**src/rtl/ami_copy_initiator.sv**
```systemverilog
// AMI copy initiator: streams num_beats 64-byte beats from src (port 0 reads) to dst (port 1 writes)
// through a credit-limited response FIFO. Optional counters under AMI_COPY_STATS_EN.
module ami_copy_initiator #(
  parameter int ADDR_W     = 64,
  parameter int DATA_W     = 512,
  parameter int SIZE_W     = 8,
  parameter int LEN_W      = 16,
  parameter int FIFO_DEPTH = 4
) (
  input  logic              clk,
  input  logic              rst,
  input  logic              start,
  input  logic [ADDR_W-1:0] src_addr,
  input  logic [ADDR_W-1:0] dst_addr,
  input  logic [LEN_W-1:0]  num_beats,
  output logic              busy,
  output logic              done,
  output logic              rd_req_valid,
  output logic [ADDR_W-1:0] rd_req_addr,
  output logic [SIZE_W-1:0] rd_req_size,
  input  logic              rd_req_grant,
  input  logic              rd_resp_valid,
  input  logic [DATA_W-1:0] rd_resp_data,
  output logic              rd_resp_grant,
  output logic              wr_req_valid,
  output logic              wr_req_isWrite,
  output logic [ADDR_W-1:0] wr_req_addr,
  output logic [DATA_W-1:0] wr_req_data,
  output logic [SIZE_W-1:0] wr_req_size,
  input  logic              wr_req_grant,
  output logic              err_stray_resp
`ifdef AMI_COPY_STATS_EN
  ,
  output logic [63:0]       cycle_count,
  output logic [31:0]       rd_stall_count,
  output logic [31:0]       wr_stall_count
`endif
);

  // state  | meaning
  // IDLE   | waiting for start
  // RUN    | read and write engines active
  // FINISH | all writes issued; done pulses on the way back to IDLE
  typedef enum logic [1:0] {IDLE, RUN, FINISH} state_t;

  localparam int PTR_W = $clog2(FIFO_DEPTH);
  localparam int CNT_W = PTR_W + 1;

  state_t            state;
  logic [ADDR_W-1:0] src_q;
  logic [ADDR_W-1:0] dst_q;
  logic [LEN_W-1:0]  len_q;
  logic [LEN_W-1:0]  rd_issued;
  logic [LEN_W-1:0]  wr_issued;
  logic [CNT_W-1:0]  outstanding;
  logic [CNT_W-1:0]  fifo_count;
  logic [PTR_W-1:0]  wr_ptr;
  logic [PTR_W-1:0]  rd_ptr;
  logic [DATA_W-1:0] fifo_mem [FIFO_DEPTH];

  logic [CNT_W:0]    credit;
  logic              rd_fire;
  logic              wr_fire;
  logic              push;
  logic              stray;

  // Reads are only issued while outstanding + buffered beats leave room, so a push never overflows.
  assign credit       = {1'b0, outstanding} + {1'b0, fifo_count};
  assign rd_req_valid = (state == RUN) && (rd_issued < len_q) &&
                        (credit < (CNT_W+1)'(FIFO_DEPTH));
  assign rd_req_addr  = src_q + (ADDR_W'(rd_issued) << 6);
  assign rd_req_size  = SIZE_W'(64);
  assign rd_resp_grant = rd_resp_valid;

  assign wr_req_valid   = (state == RUN) && (fifo_count != '0);
  assign wr_req_isWrite = 1'b1;
  assign wr_req_addr    = dst_q + (ADDR_W'(wr_issued) << 6);
  assign wr_req_data    = fifo_mem[rd_ptr];
  assign wr_req_size    = SIZE_W'(64);

  assign rd_fire = rd_req_valid && rd_req_grant;
  assign wr_fire = wr_req_valid && wr_req_grant;
  assign push    = rd_resp_valid && (outstanding != '0);
  assign stray   = rd_resp_valid && (outstanding == '0);

  always_ff @(posedge clk) begin
    if (rst) begin
      state          <= IDLE;
      busy           <= 1'b0;
      done           <= 1'b0;
      src_q          <= '0;
      dst_q          <= '0;
      len_q          <= '0;
      rd_issued      <= '0;
      wr_issued      <= '0;
      outstanding    <= '0;
      fifo_count     <= '0;
      wr_ptr         <= '0;
      rd_ptr         <= '0;
      err_stray_resp <= 1'b0;
      for (int i = 0; i < FIFO_DEPTH; i++) fifo_mem[i] <= '0;
`ifdef AMI_COPY_STATS_EN
      cycle_count    <= '0;
      rd_stall_count <= '0;
      wr_stall_count <= '0;
`endif
    end else begin
      done <= 1'b0;
      case (state)
        IDLE: begin
          busy <= start;
          if (start) begin
            src_q     <= src_addr;
            dst_q     <= dst_addr;
            len_q     <= num_beats;
            rd_issued <= '0;
            wr_issued <= '0;
            state     <= (num_beats == '0) ? FINISH : RUN;
`ifdef AMI_COPY_STATS_EN
            cycle_count <= '0;
`endif
          end
        end
        RUN: begin
          if (wr_issued == len_q) state <= FINISH;
`ifdef AMI_COPY_STATS_EN
          cycle_count <= cycle_count + 64'd1;
`endif
        end
        FINISH: begin
          done  <= 1'b1;
          state <= IDLE;
        end
        default: state <= IDLE;
      endcase

      if (rd_fire) rd_issued <= rd_issued + 1'b1;

      case ({rd_fire, push})
        2'b10:   outstanding <= outstanding + 1'b1;
        2'b01:   outstanding <= outstanding - 1'b1;
        default: outstanding <= outstanding;
      endcase

      if (push) begin
        fifo_mem[wr_ptr] <= rd_resp_data;
        wr_ptr           <= wr_ptr + 1'b1;
      end
      if (stray) err_stray_resp <= 1'b1;

      if (wr_fire) begin
        rd_ptr    <= rd_ptr + 1'b1;
        wr_issued <= wr_issued + 1'b1;
      end

      case ({push, wr_fire})
        2'b10:   fifo_count <= fifo_count + 1'b1;
        2'b01:   fifo_count <= fifo_count - 1'b1;
        default: fifo_count <= fifo_count;
      endcase

`ifdef AMI_COPY_STATS_EN
      if (rd_req_valid && !rd_req_grant) rd_stall_count <= rd_stall_count + 32'd1;
      if (wr_req_valid && !wr_req_grant) wr_stall_count <= wr_stall_count + 32'd1;
`endif
    end
  end

endmodule

```
**config.mk**
```make
export PLATFORM = sky130hd
export DESIGN_NAME = ami_copy_initiator
export DESIGN_NICKNAME = d
export VERILOG_FILES = /design/src/rtl/ami_copy_initiator.sv
export SDC_FILE = /design/constraint.sdc
export NUM_CORES = 2
export LEC_CHECK = 0
export BUFFER_PORTS_ARGS = -buffer_cell sky130_fd_sc_hd__buf_4
export CAP_MARGIN = 5
export CORE_AREA = 3 3 519 521
export DETAILED_ROUTE_END_ITERATION = 8
export DIE_AREA = 0 0 522 524
export GPL_TIMING_DRIVEN = 0
export SYNTH_ARGS = -nofsm -noshare
export SYNTH_HDL_FRONTEND = slang
export SYNTH_SLANG_ARGS = --single-unit
```
**constraint.sdc**
```tcl
create_clock -name clk -period 52 [get_ports clk]
set_input_delay 7.8 -clock clk [delete_from_list [all_inputs] [get_ports clk]]
set_output_delay 7.8 -clock clk [all_outputs]
set_load 0.01 [all_outputs]
```
* Yosys cells after proc, flatten, opt, wreduce, memory -nomap -nowiden
Memory sizes are Yosys's and may differ from the RTL's. A register that Yosys moved wholly into a read port is not among the register bits.
Index checks and enable logic that the tools add are counted.
** Word-level totals
- Register bits after elaboration :: 191
- Bits in writable memories :: 2048
- Input bits :: 662
- Output and inout bits :: 663
- Logic and storage cells :: 80
- Memories :: 1
** Memory list
- fifo_mem :: words 4, bits a word 512, rd ports 1, clocked after memory_dff 1, wr ports 4, line 59 : logic [DATA_W-1:0] fifo_mem [FIFO_DEPTH];
** Cells by class
- $add $sub $neg :: 11
- $lt $le $gt $ge :: 2
- Eq/ne operators :: 9
- Mux-type cells :: 21
- Reduce and logical (&&, ||, !) cells :: 23
** Operators with widths (number)
- 2-to-1 mux 512 bit :: 1
- OR reduction 512 bit :: 1
- adder 64 x 22 -> 64 bit :: 2
- 2-to-1 mux 16 bit :: 4
- adder 16 x 1 -> 16 bit, second input constant :: 2
- equality test 16 bit :: 1
- logical NOT 16 bit :: 1
- < comparator 16 bit :: 1
- 2-to-1 mux 2 bit :: 6
- case mux 3 bit (2 select lines) :: 2
- nonzero test 2 bit :: 6
- AND reduction 2 bit :: 4
- logical AND 1 bit :: 7
- 2-to-1 mux 1 bit :: 7
- adder 3 x 1 -> 3 bit, second input constant :: 2
- equality test 2 x 1 -> 1 bit, second input constant :: 3
- equality test 2 bit, second input constant :: 3
- nonzero test 3 bit :: 2
- subtractor 3 x 1 -> 3 bit, second input constant :: 2
- adder 2 x 1 -> 2 bit, second input constant :: 2
- adder 3 x 3 -> 4 bit :: 1
- < comparator 4 x 3 -> 1 bit, second input constant :: 1
- case mux 2 bit (2 select lines) :: 1
- logical NOT 3 bit :: 1
- other kinds (3) :: 3

* Longest topological paths before layout
- Word-level depth :: 7
- Mapped depth :: 13

* Worst setup path before layout
Ideal clock, no wire load.
- Path kind :: input -> register
- Start point :: in rd_resp_valid
- End point :: mem fifo_mem[1][0], enable pin
- Library setup time :: 1.498 ns
- Data arrival time :: 31.404 ns
- Data required time :: 50.502 ns
- Slack :: 19.097 ns
- Stages :: 3
- Path buffers :: 1
- Cell sequence :: nand2b_1 -> clkbuf_1 -> o21bai_1
** RTL lines
- start, declared :: line 22 : input logic rd_resp_valid,
- end, declared :: line 59

* Final worst setup path
- Start point :: in rd_resp_valid
- End point :: out rd_resp_grant
** RTL lines
- end, declared :: line 24 : output logic rd_resp_grant,
No word-level cell between the ends.

==> flow_summary.ini <==
[final_layout]
fin_cells = 12390
postLayoutCoreUtil = 0.4550
final_nets = 9320
fillers = 23920
seq_area_um2 = 65360
design_area_um2 = 120600
syn2layout_area_growth_pct = 25.02
layout-drive-gt1-share = 0.2626
multi_input_area_um2 = 27380

[die]
boundaryPins = 1325
dieWidth_um = 522
die_h_um = 524
coreArea_um2 = 265100
placementRows = 189
die_area_um2 = 273500
start_util = 0.3640

[sta]
period_share = 0.3080
setup_viol = 0
max_freq_ghz = 0.06244
finalClockSkew_ps = 61.33
rsz0062_at_grt = no
worstMarginPinSlew_ps = 1368
final.min_clock_period_ps = 16020
setup_tns_ps = 0
finalHoldViolCount = 0
drv_slew = 0
setup_slack_ps = 35980
slew_headroom = 0.08827
whs_ps = 459.7

[placement]
dp_cells = 11880
post_dp_cell_area_um2 = 112600
preCtsSetupSlack_ps = 35980
hpwlAfterDp_um = 233600
gp_congestion = 0.9420
portBuffers = 1307

[clock_network]
cts.clk_slew.worst_paths_ps = 60
clkSinkCount = 2241
cts_tree = done
cts-resized-gates = 0
cts_made_buffers = 248
hold_buffers = 0
cts_htree_levels = 4
clk_latency_ps = 920
cts.path.max_buffers = 4
cts_setup_buffers = 0
cts_root_buffer = clkbuf_16

[critical_path]
critPathMostFrequentCell = buf_4
crit_arrival_ps = 8220
cp_max_fo = 3
cp_slowest_stage_delay_ps = 140
crit_buf_inv = 3
crit_family = buffers and inverters
reg2reg_to = fifo_mem[0][440]
cp-end-kind = primary output
cp.required_ps = 44200
crit_chain = buf_4, buf_4, buf_4
ff2ff_setup_slack_ps = 46740
critPathKind = in2out
cp-endpoint = rd_resp_grant
cp-startpoint = rd_resp_valid
start_kind = input port
rr_startpoint = outstanding[1]
reg2reg_depth = 11
path_depth = 3
slowest_stage = buf_4

[yosys]
synth_top_area_frac = 0.6374
synth.most_common_cell = edfxtp_1
yosysWarnings = 0
synth_commonest_cells = 2,048 x edfxtp_1, 1,091 x nor2_1, 874 x nand2_1
ys_seq_area_frac = 0.6775
synthTopCellsByArea = edfxtp_1 64%, mux4_2 12%, nor2_1 4.2%, dfxtp_1 4.0%, nand2_1 3.4%
synth_edf_count = 2048
ys.flop_type = edfxtp_1
synth-async-reset-ratio = 0
yosysTopAreaCell = edfxtp_1
yosysUniqueCellTypes = 66
synth_seq_cells = 2241
syn_inst = 6950
syn_area_um2 = 96480
syn_avg_cell_area_um2 = 13.88

[routing]
vias = 62630
drt_wl_total_um = 318400
wl_per_cell_um = 25.69
dr.pass1.iters = 5
vias_per_cell = 5.053
route.detailed.drc = 0
drtAntennaViolNets = 0
drt_iter0_drc = 5389

[grt]
antenna_found_initial = 113
grt_pass1_wl_um = 444300
grt_pass1_vias = 63350
grt_overflow = 0
grt_max_degree = 52
grt.total_usage = 0.2252

[status]
status = completed

[pwr]
p_per_area_nw_per_um2 = 39.19
power.total_mw = 4.727
vdd_drop_max_mv = 0.03562
leakagePower_nw = 47.44

[flow_run]
maxCapViolCount = 0

[hold_path]
hold_class = reg2reg
layout by cell type (no fill, tap or decap), types with 38 or more instances in the layout:
cell | synthesis | layout
a21oi_1 | 190 | 190
diode_2 | 0 | 57
nor3_1 | 39 | 38
and2_1 | 517 | 517
dfxtp_1 | 193 | 193
edfxtp_1 | 2048 | 2048
nor2_1 | 1091 | 1090
xnor2_1 | 84 | 84
clkbuf_16 | 0 | 249
ha_1 | 53 | 53
buf_1 | 80 | 80
xor2_1 | 60 | 60
buf_4 | 30 | 1337
mux4_2 | 512 | 512
buf_12 | 0 | 44
clkbuf_1 | 325 | 363
nand3_1 | 50 | 50
nand2_1 | 874 | 874
clkinv_1 | 0 | 63
inv_1 | 557 | 557
clkinv_2 | 0 | 42
tightest hold or removal path, stage by stage, from the launching register on:
cell	delay (ps)
dfxtp_1	310
nand2_1	50
a21oi_1	50
cell type report:
type                    instances  share of cell area
repair buffers               1386             0.09610
plain buffers                 437             0.01468
well taps                    3533             0.03665
inverters                     557             0.01733
clock buffers                 304             0.05378
flip-flops and latches       2241              0.5419
diodes                         57            0.001182
clock inverters               149             0.01140
multi-input cells            3730              0.2270
how the worst min path moves through the flow:
stage / slack (ps) / start / depth (start not counted) / to
CTS: 460 / src_q[4] / 2 / src_q[4]
global route: 480 / src_q[52] / 2 / src_q[52]
floorplan: 440 / dst_q[58] / 2 / dst_q[58]
detailed placement: 450 / src_q[4] / 2 / src_q[4]
global placement: 440 / src_q[1] / 2 / src_q[1]
finish: 460 / src_q[4] / 2 / src_q[4]
where the power goes:
group	total (mW)	internal, mW	switching (mW)
Clock	1.71	0.987	0.725
Sequential	2.19	2.14	0.0441
Combinational	0.828	0.311	0.518
Total	4.73	3.44	1.29
kinds of logic (layout without fill, tap and decap cells):
group | Yosys count | count (layout) | share of synthesized area
AND/OR/NAND/NOR | 2698 | 2698 | 0.1239
flip-flops | 2241 | 2241 | 0.6775
buffers and inverters | 994 | 2833 | 0.03987
multiplexers | 519 | 519 | 0.1203
AO/OA/AOI/OAI | 295 | 295 | 0.01762
XOR/XNOR | 144 | 144 | 0.01307
adder cells (fa/ha/maj) | 57 | 57 | 0.007703
other | 2 | 74 | 0.00007784
layer usage:
layer	GRT usage	up-vias	share of wire
met1	0.2586	31620	0.36
met4	0.1180	86	0.055
met5	0	-	0.0017
li1	-	27960	-
met2	0.3763	2344	0.49
met3	0.07200	612	0.093
sequential cells by signal, indices dropped and copies added, names as in the netlist, named ones only:
name            cells
wr_ptr              2
rd_issued          16
fifo_count          3
dst_q              64
src_q              64
rd_ptr              2
err_stray_resp      1
state               2
len_q              16
done                1
outstanding         3
fifo_mem         2048
wr_issued          16
busy                1
Note: power is estimated with default switching activity, not from simulation.
